--- src/rtl/seg_scan_driver_pkg.sv ---
// ---------------------------------------------------------------------------
// seg_pkg
//   Shared constants for the seven-segment scan driver.
//   SEG_BLANK / AN_OFF : all-segments-off and all-anodes-off patterns
//                        (both active-low, so "off" is all ones).
//   HEX_SEG_TABLE      : hex digit -> {dp,g,f,e,d,c,b,a}, active-low, dp off.
// ---------------------------------------------------------------------------
package seg_pkg;

    localparam logic [7:0] SEG_BLANK = 8'hFF;
    localparam logic [7:0] AN_OFF    = 8'hFF;

    // Entry [n] holds the segment pattern for hex digit n.
    localparam logic [15:0][7:0] HEX_SEG_TABLE = {
        8'h8E, 8'h86, 8'hA1, 8'hC6,   // F E d C
        8'h83, 8'h88, 8'h90, 8'h80,   // b A 9 8
        8'hF8, 8'h82, 8'h92, 8'h99,   // 7 6 5 4
        8'hB0, 8'hA4, 8'hF9, 8'hC0    // 3 2 1 0
    };

endpackage

--- src/rtl/seg_scan_driver_hex_to_seg.sv ---
// ---------------------------------------------------------------------------
// hex_to_seg
//   Combinational hex-digit decoder for an active-low seven-segment display.
//   Ports:
//     nibble in  4  hex digit to show
//     seg    out 8  {dp,g,f,e,d,c,b,a}, active-low, dp always off
// ---------------------------------------------------------------------------
module hex_to_seg
    import seg_pkg::*;
(
    input  logic [3:0] nibble,
    output logic [7:0] seg
);

    assign seg = HEX_SEG_TABLE[nibble];

endmodule

--- src/rtl/seg_scan_driver.sv ---
// ---------------------------------------------------------------------------
// seg_scan_driver
//   Shows a 32-bit display word as 8 hex digits on a time-multiplexed,
//   active-low seven-segment display. One digit is lit per scan slot of
//   CLK_DIV clocks. New words are held in a pending register and adopted only
//   when the digit index wraps, so a frame never mixes two words.
//   Ports:
//     clk      in  1   system clock
//     rst      in  1   synchronous, active-high reset
//     data_in  in  32  display word
//     data_vld in  1   data_in valid this cycle
//     blank_en in  1   blank leading zero digits
//     an       out 8   digit enables, active-low (an[0] = least significant nibble)
//     seg      out 8   {dp,g,f,e,d,c,b,a}, active-low
//     frame    out 1   one-cycle pulse after the digit index wraps to 0
// ---------------------------------------------------------------------------
module seg_scan_driver
    import seg_pkg::*;
#(
    parameter int CLK_DIV  = 100000,
    parameter int N_DIGITS = 8
) (
    input  logic        clk,
    input  logic        rst,
    input  logic [31:0] data_in,
    input  logic        data_vld,
    input  logic        blank_en,
    output logic [7:0]  an,
    output logic [7:0]  seg,
    output logic        frame
);

    localparam int PW = (CLK_DIV > 1) ? $clog2(CLK_DIV) : 1;

    logic [PW-1:0] presc;
    logic [2:0]    idx;
    logic [31:0]   pending;
    logic [31:0]   shown;
    logic          pend_flag;

    logic          tick;
    logic          boundary;
    logic [2:0]    msd;
    logic [3:0]    cur_nibble;
    logic [7:0]    dec_seg;
    logic          blank_digit;

    assign tick     = (presc == PW'(CLK_DIV - 1));
    assign boundary = tick && (idx == 3'(N_DIGITS - 1));

    // Highest nonzero nibble of the shown word; stays 0 for an all-zero word
    // so digit 0 still shows '0' when blanking.
    // NOTE: every signal assigned in always_comb gets a default first so that
    // no path leaves it unassigned, which would infer a latch.
    always_comb begin
        msd = 3'd0;
        for (int i = 0; i < 8; i++) begin
            if (shown[4*i +: 4] != 4'd0) msd = 3'(i);
        end
    end

    assign cur_nibble  = shown[{idx, 2'b00} +: 4];
    assign blank_digit = blank_en && (idx > msd);

    hex_to_seg u_hex_to_seg (
        .nibble (cur_nibble),
        .seg    (dec_seg)
    );

    // The output registers are loaded on each tick with the digit currently
    // addressed by idx, while idx moves on to the next slot. The last digit
    // of a frame is therefore latched on the same edge that adopts a new word,
    // and still uses the old word.
    // NOTE: sequential state uses non-blocking assignments only, so every
    // right-hand side reads the pre-edge value regardless of statement order.
    always_ff @(posedge clk) begin
        if (rst) begin
            presc     <= '0;
            idx       <= 3'd0;
            pending   <= 32'd0;
            shown     <= 32'd0;
            pend_flag <= 1'b0;
            an        <= AN_OFF;
            seg       <= SEG_BLANK;
            frame     <= 1'b0;
        end else begin
            presc <= tick ? '0 : presc + 1'b1;
            frame <= boundary;

            if (tick) begin
                idx <= idx + 3'd1;
                an  <= ~(8'h01 << idx);
                seg <= blank_digit ? SEG_BLANK : dec_seg;
            end

            if (data_vld) pending <= data_in;

            // A write landing on the boundary bypasses pending entirely.
            if (boundary) begin
                pend_flag <= 1'b0;
                if (data_vld)       shown <= data_in;
                else if (pend_flag) shown <= pending;
            end else if (data_vld) begin
                pend_flag <= 1'b1;
            end
        end
    end

endmodule

--- config.mk ---
export PLATFORM = sky130hd
export DESIGN_NAME = seg_scan_driver
export DESIGN_NICKNAME = d
export VERILOG_FILES = /design/src/rtl/seg_scan_driver_pkg.sv /design/src/rtl/seg_scan_driver_hex_to_seg.sv /design/src/rtl/seg_scan_driver.sv
export SDC_FILE = /design/constraint.sdc
export NUM_CORES = 1
export LEC_CHECK = 0
export ABC_AREA = 1
export ABC_CLOCK_PERIOD_IN_PS = 2300
export CORE_MARGIN = 2
export CORE_UTILIZATION = 57
export CTS_CLUSTER_SIZE = 40
export DETAILED_ROUTE_END_ITERATION = 8
export GPL_ROUTABILITY_DRIVEN = 1
export PLACE_DENSITY_LB_ADDON = 0.12
export SETUP_SLACK_MARGIN = 0.1
export SLEW_MARGIN = 20
export SYNTH_ARGS = -nofsm -noshare
export SYNTH_HDL_FRONTEND = slang
export SYNTH_SLANG_ARGS = --single-unit
export TNS_END_PERCENT = 5
--- constraint.sdc ---
create_clock -name clk -period 2.3 [get_ports clk]
set_input_delay 0.23 -clock clk [delete_from_list [all_inputs] [get_ports clk]]
set_output_delay 0.23 -clock clk [all_outputs]
set_load 0.1 [all_outputs]
==> metrics.md <==
| Metric | Value |
|---|---|
| Status | `complete, no violations` |
| FILL cells | `781` |
| GR Overflow Total | `0` |
| Gpl congestion | `0.8919` |
| CP Data Arrival Time | `2.33 ns` |
| Synth Area per Inst | `6.688 um2` |
| Multiplexer area fraction after synthesis | `0%` |
| Synth Area in XOR/XNOR | `0.8836%` |
| Clock power share | `32.8%` |
| Initial DRC Count | `152` |
| Fin nets | `838` |
| Sequential area share after synthesis | `40.80%` |
| Vias | `4,310` |
| Switching Fraction | `23.83%` |
| Period utilization | `89.93%` |
| Final hold vios | `0` |
| Htree depth | `3` |
| Commonest non-fill, non-tap cell in the layout | `nand2_1` |
| Clk sinks | `101` |
| Final setup violation count | `0` |
| Area after DPL | `5469 um2` |
| Ant. Diodes | `0` |
| Row cnt | `34` |
| CTS Buffer Depth | `2` |
| Root Driver | `clkbuf_8` |
| PortBufs | `51` |
| Mapped Area | `4956 um2` |
| WHS Endpoint | `shown[13]` |
| Post-synth cell types | `38` |
| Slew HR | `57.65%` |
| Wirelength per Cell | `10.89 um` |
| First-pass GRT wire length | `17,260 um` |
| Max cap viols | `0` |
| Routed vias/inst | `4.805` |
| Multi-input logic area | `2247 um2` |
| Setup_tns | `0 ns` |
| Final instance area | `5720 um2` |
| Int Power | `2.302 mW` |
| Leak | `2.813 nW` |
| Register area | `2022 um2` |
| Critical Path Fanout Max | `6` |
| CTS tree | `built` |
| Total track usage | `21.72%` |
| Dpl hpwl | `7031 um` |
| Post-synthesis adder-cell area fraction | `4.039%` |
| Mapped Cells | `741` |
| Final setup skew | `0.009091 ns` |
| Crit-path cells | `nor4_2 > nand2_1 > nor2_2 > ha_1 > a21oi_1 > o21a_1 > nor2_1 > nor2_2 > inv_1 > nor2_1 > a21oi_1` |
| CP endpoint kind | `flop` |
| Min setup slack post-route | `0.2315 ns` |
| Die Width | `97.25 um` |
| Synth warnings | `0` |
| WL final | `9771 um` |
| Area fraction in compound gates after synthesis | `10.70%` |
| PwrDens | `528.3 nW/um2` |
| DRC Markers | `0` |
| Ys flop type | `dfxtp_1` |
| Pre-CTS WS | `0.1359 ns` |
| Area Overhead vs Synth | `15.43%` |
| CP max stage cell | `dfxtp_1` |
| WS Path Type | `reg2reg` |
| Vias in the first global route | `4,053` |
| Crit path time final | `2.068 ns` |
| Min-Delay Path Depth | `4` |
| Post-CTS setup buffer count | `0` |
| Hold_buf cts | `0` |
| Core ar. | `8593 um2` |
| Max IR drop VDD | `325.7 uV` |
| Commonest non-fill, non-tap cells in the layout | `nand2_1, inv_1, nor2_1` |
| Reg2Reg Launch Point | `shown[23]` |
| CP peak stage delay | `0.33 ns` |
| Synthesized Nets | `793` |
| I/O pin count | `53` |
| Overall Power | `3.022 mW` |
| RSZ-0062 raised after global routing | `true` |
| Antenna violations before repair | `0` |
| Worst Hold Launch | `data_vld` |
| Chip height | `97.25 um` |
| Worst EP required | `2.56 ns` |
| Count of flip-flops with a built-in enable after synthesis | `0` |
| Hold_ws | `0.4234 ns` |
| Initial Util | `57.67%` |
| Share of cells above drive strength 1 | `8.745%` |
| Reg2Reg Setup Slack | `0.23 ns` |
| ANT nets after route | `0` |
| CTS buffer count | `9` |
| R2R cell count | `11` |
| Simple-gate share of the synthesized area | `27.87%` |
| Psw | `720.1 uW` |
| Slew @ Worst Pin | `0.6352 ns` |
| Peak Freq | `0.4834 GHz` |
| Clock transition at path regs | `0.09 ns` |
| Slew Viols, Final | `0` |
| Later-pin clock latency in the skew report | `0.37 ns` |
| Die Footprint | `9457 um2` |
| Logic pwr share | `7.6%` |
| Fraction of registers with async set/reset | `0%` |
| Crit path launch type | `flop` |
| Pin count of the biggest net entering global routing | `66` |
| Flop pwr share | `59.7%` |
| Seq cells post-synth | `101` |
| Hold Crit Class | `in2reg` |
| Largest family of logic cells by synthesized area | `simple AND/OR/NAND/NOR gates` |
| R2R Path End | `seg[6]` |
| 1st-pass router iterations | `4` |
power by group through the flow:
stage / combinational, mW / sequential (mW) / clock (mW)
floorplan: 0.143 / 1.84 / 0
global placement: 0.224 / 1.84 / 0
detailed placement: 0.229 / 1.84 / 0
CTS: 0.230 / 1.80 / 1.02
global route: 0.265 / 1.81 / 1.10
finish: 0.229 / 1.80 / 0.990
worst max-delay path, delay by kind of cell (launching register included):
kind,cells,cell delay (ns)
compound gates,3,0.35
fa+ha+maj,1,0.26
buf+inv,1,0.09
flops,1,0.33
simple gates,6,0.93
how the worst max path moves through the flow:
| stage | start | end | slack (ns) | cells past startpoint |
|---|---|---|---|---|
| after detailed placement | shown[25] | seg[6] | 0.14 | 11 |
| after CTS | shown[25] | seg[6] | 0.11 | 11 |
| final | shown[23] | seg[6] | 0.23 | 11 |
| after global placement | shown[20] | seg[6] | 0.18 | 11 |
| after floorplan | shown[20] | seg[6] | 0.43 | 11 |
| after global routing | shown[8] | seg[5] | 0.02 | 14 |
kinds of logic (layout without fill, tap and decap cells):
family	count (synthesis)	in the layout
and+or+nand+nor	332	332
buffers and inverters	186	233
DFF	101	101
AOI/OAI and AO/OA	100	101
adders and majority gates	16	16
xor gates and xnor gates	5	5
other	1	1
flip-flops by register name, indices dropped and copies added (netlist names):
| name | cells |
|---|---|
| shown | 32 |
| pend_flag | 1 |
| pending | 32 |
| an | 8 |
| seg | 7 |
| presc | 17 |
| frame | 1 |
| idx | 3 |
cell usage after synthesis, drive strengths merged, types with 4 or more instances:
cell type	count	area (um2)
nand2	157	594.3
inv	156	588.1
nor2	111	431.7
dfxtp	101	2022
o21ai	74	381.6
nand3	42	215.2
buf	16	133.9
ha	16	200.2
a21oi	15	75.07
clkbuf	13	48.80
a31oi	6	37.54
nor4	6	37.54
nor3	5	25.02
xor2	4	35.03
what timing repair did:
action | in CTS | in global routing
hold endpoints to repair | 0 | 0
gates resized for setup | 0 | 12
endpoints found under the setup margin | 0 | 27
layer usage:
layer | global-route usage (%) | part of all wire (%) | vias to the layer above
met5 | 0 | 0 | -
met4 | 7.372 | 1.2 | 0
met2 | 35.52 | 45 | 99
met3 | 4.964 | 4.9 | 11
met1 | 28.47 | 49 | 1870
li1 | - | - | 2330
final cells by class:
class	instances	share of cell area, %
Clock buffer	10	2.406
Multi-Input combinational cell	455	39.28
Timing Repair Buffer	62	9.799
Inverter	157	10.35
Sequential cell	101	35.35
Tap cell	108	2.362
Clock inverter	4	0.4593
through the flow:
step | std cells | util, %
floorplan | 741 | -
global placement | 882 | 63.64
detailed placement | 882 | 63.64
CTS | 896 | 65.55
global route | 897 | 66.57
finish | 897 | 66.57
Power figures use the tool's default switching activity.
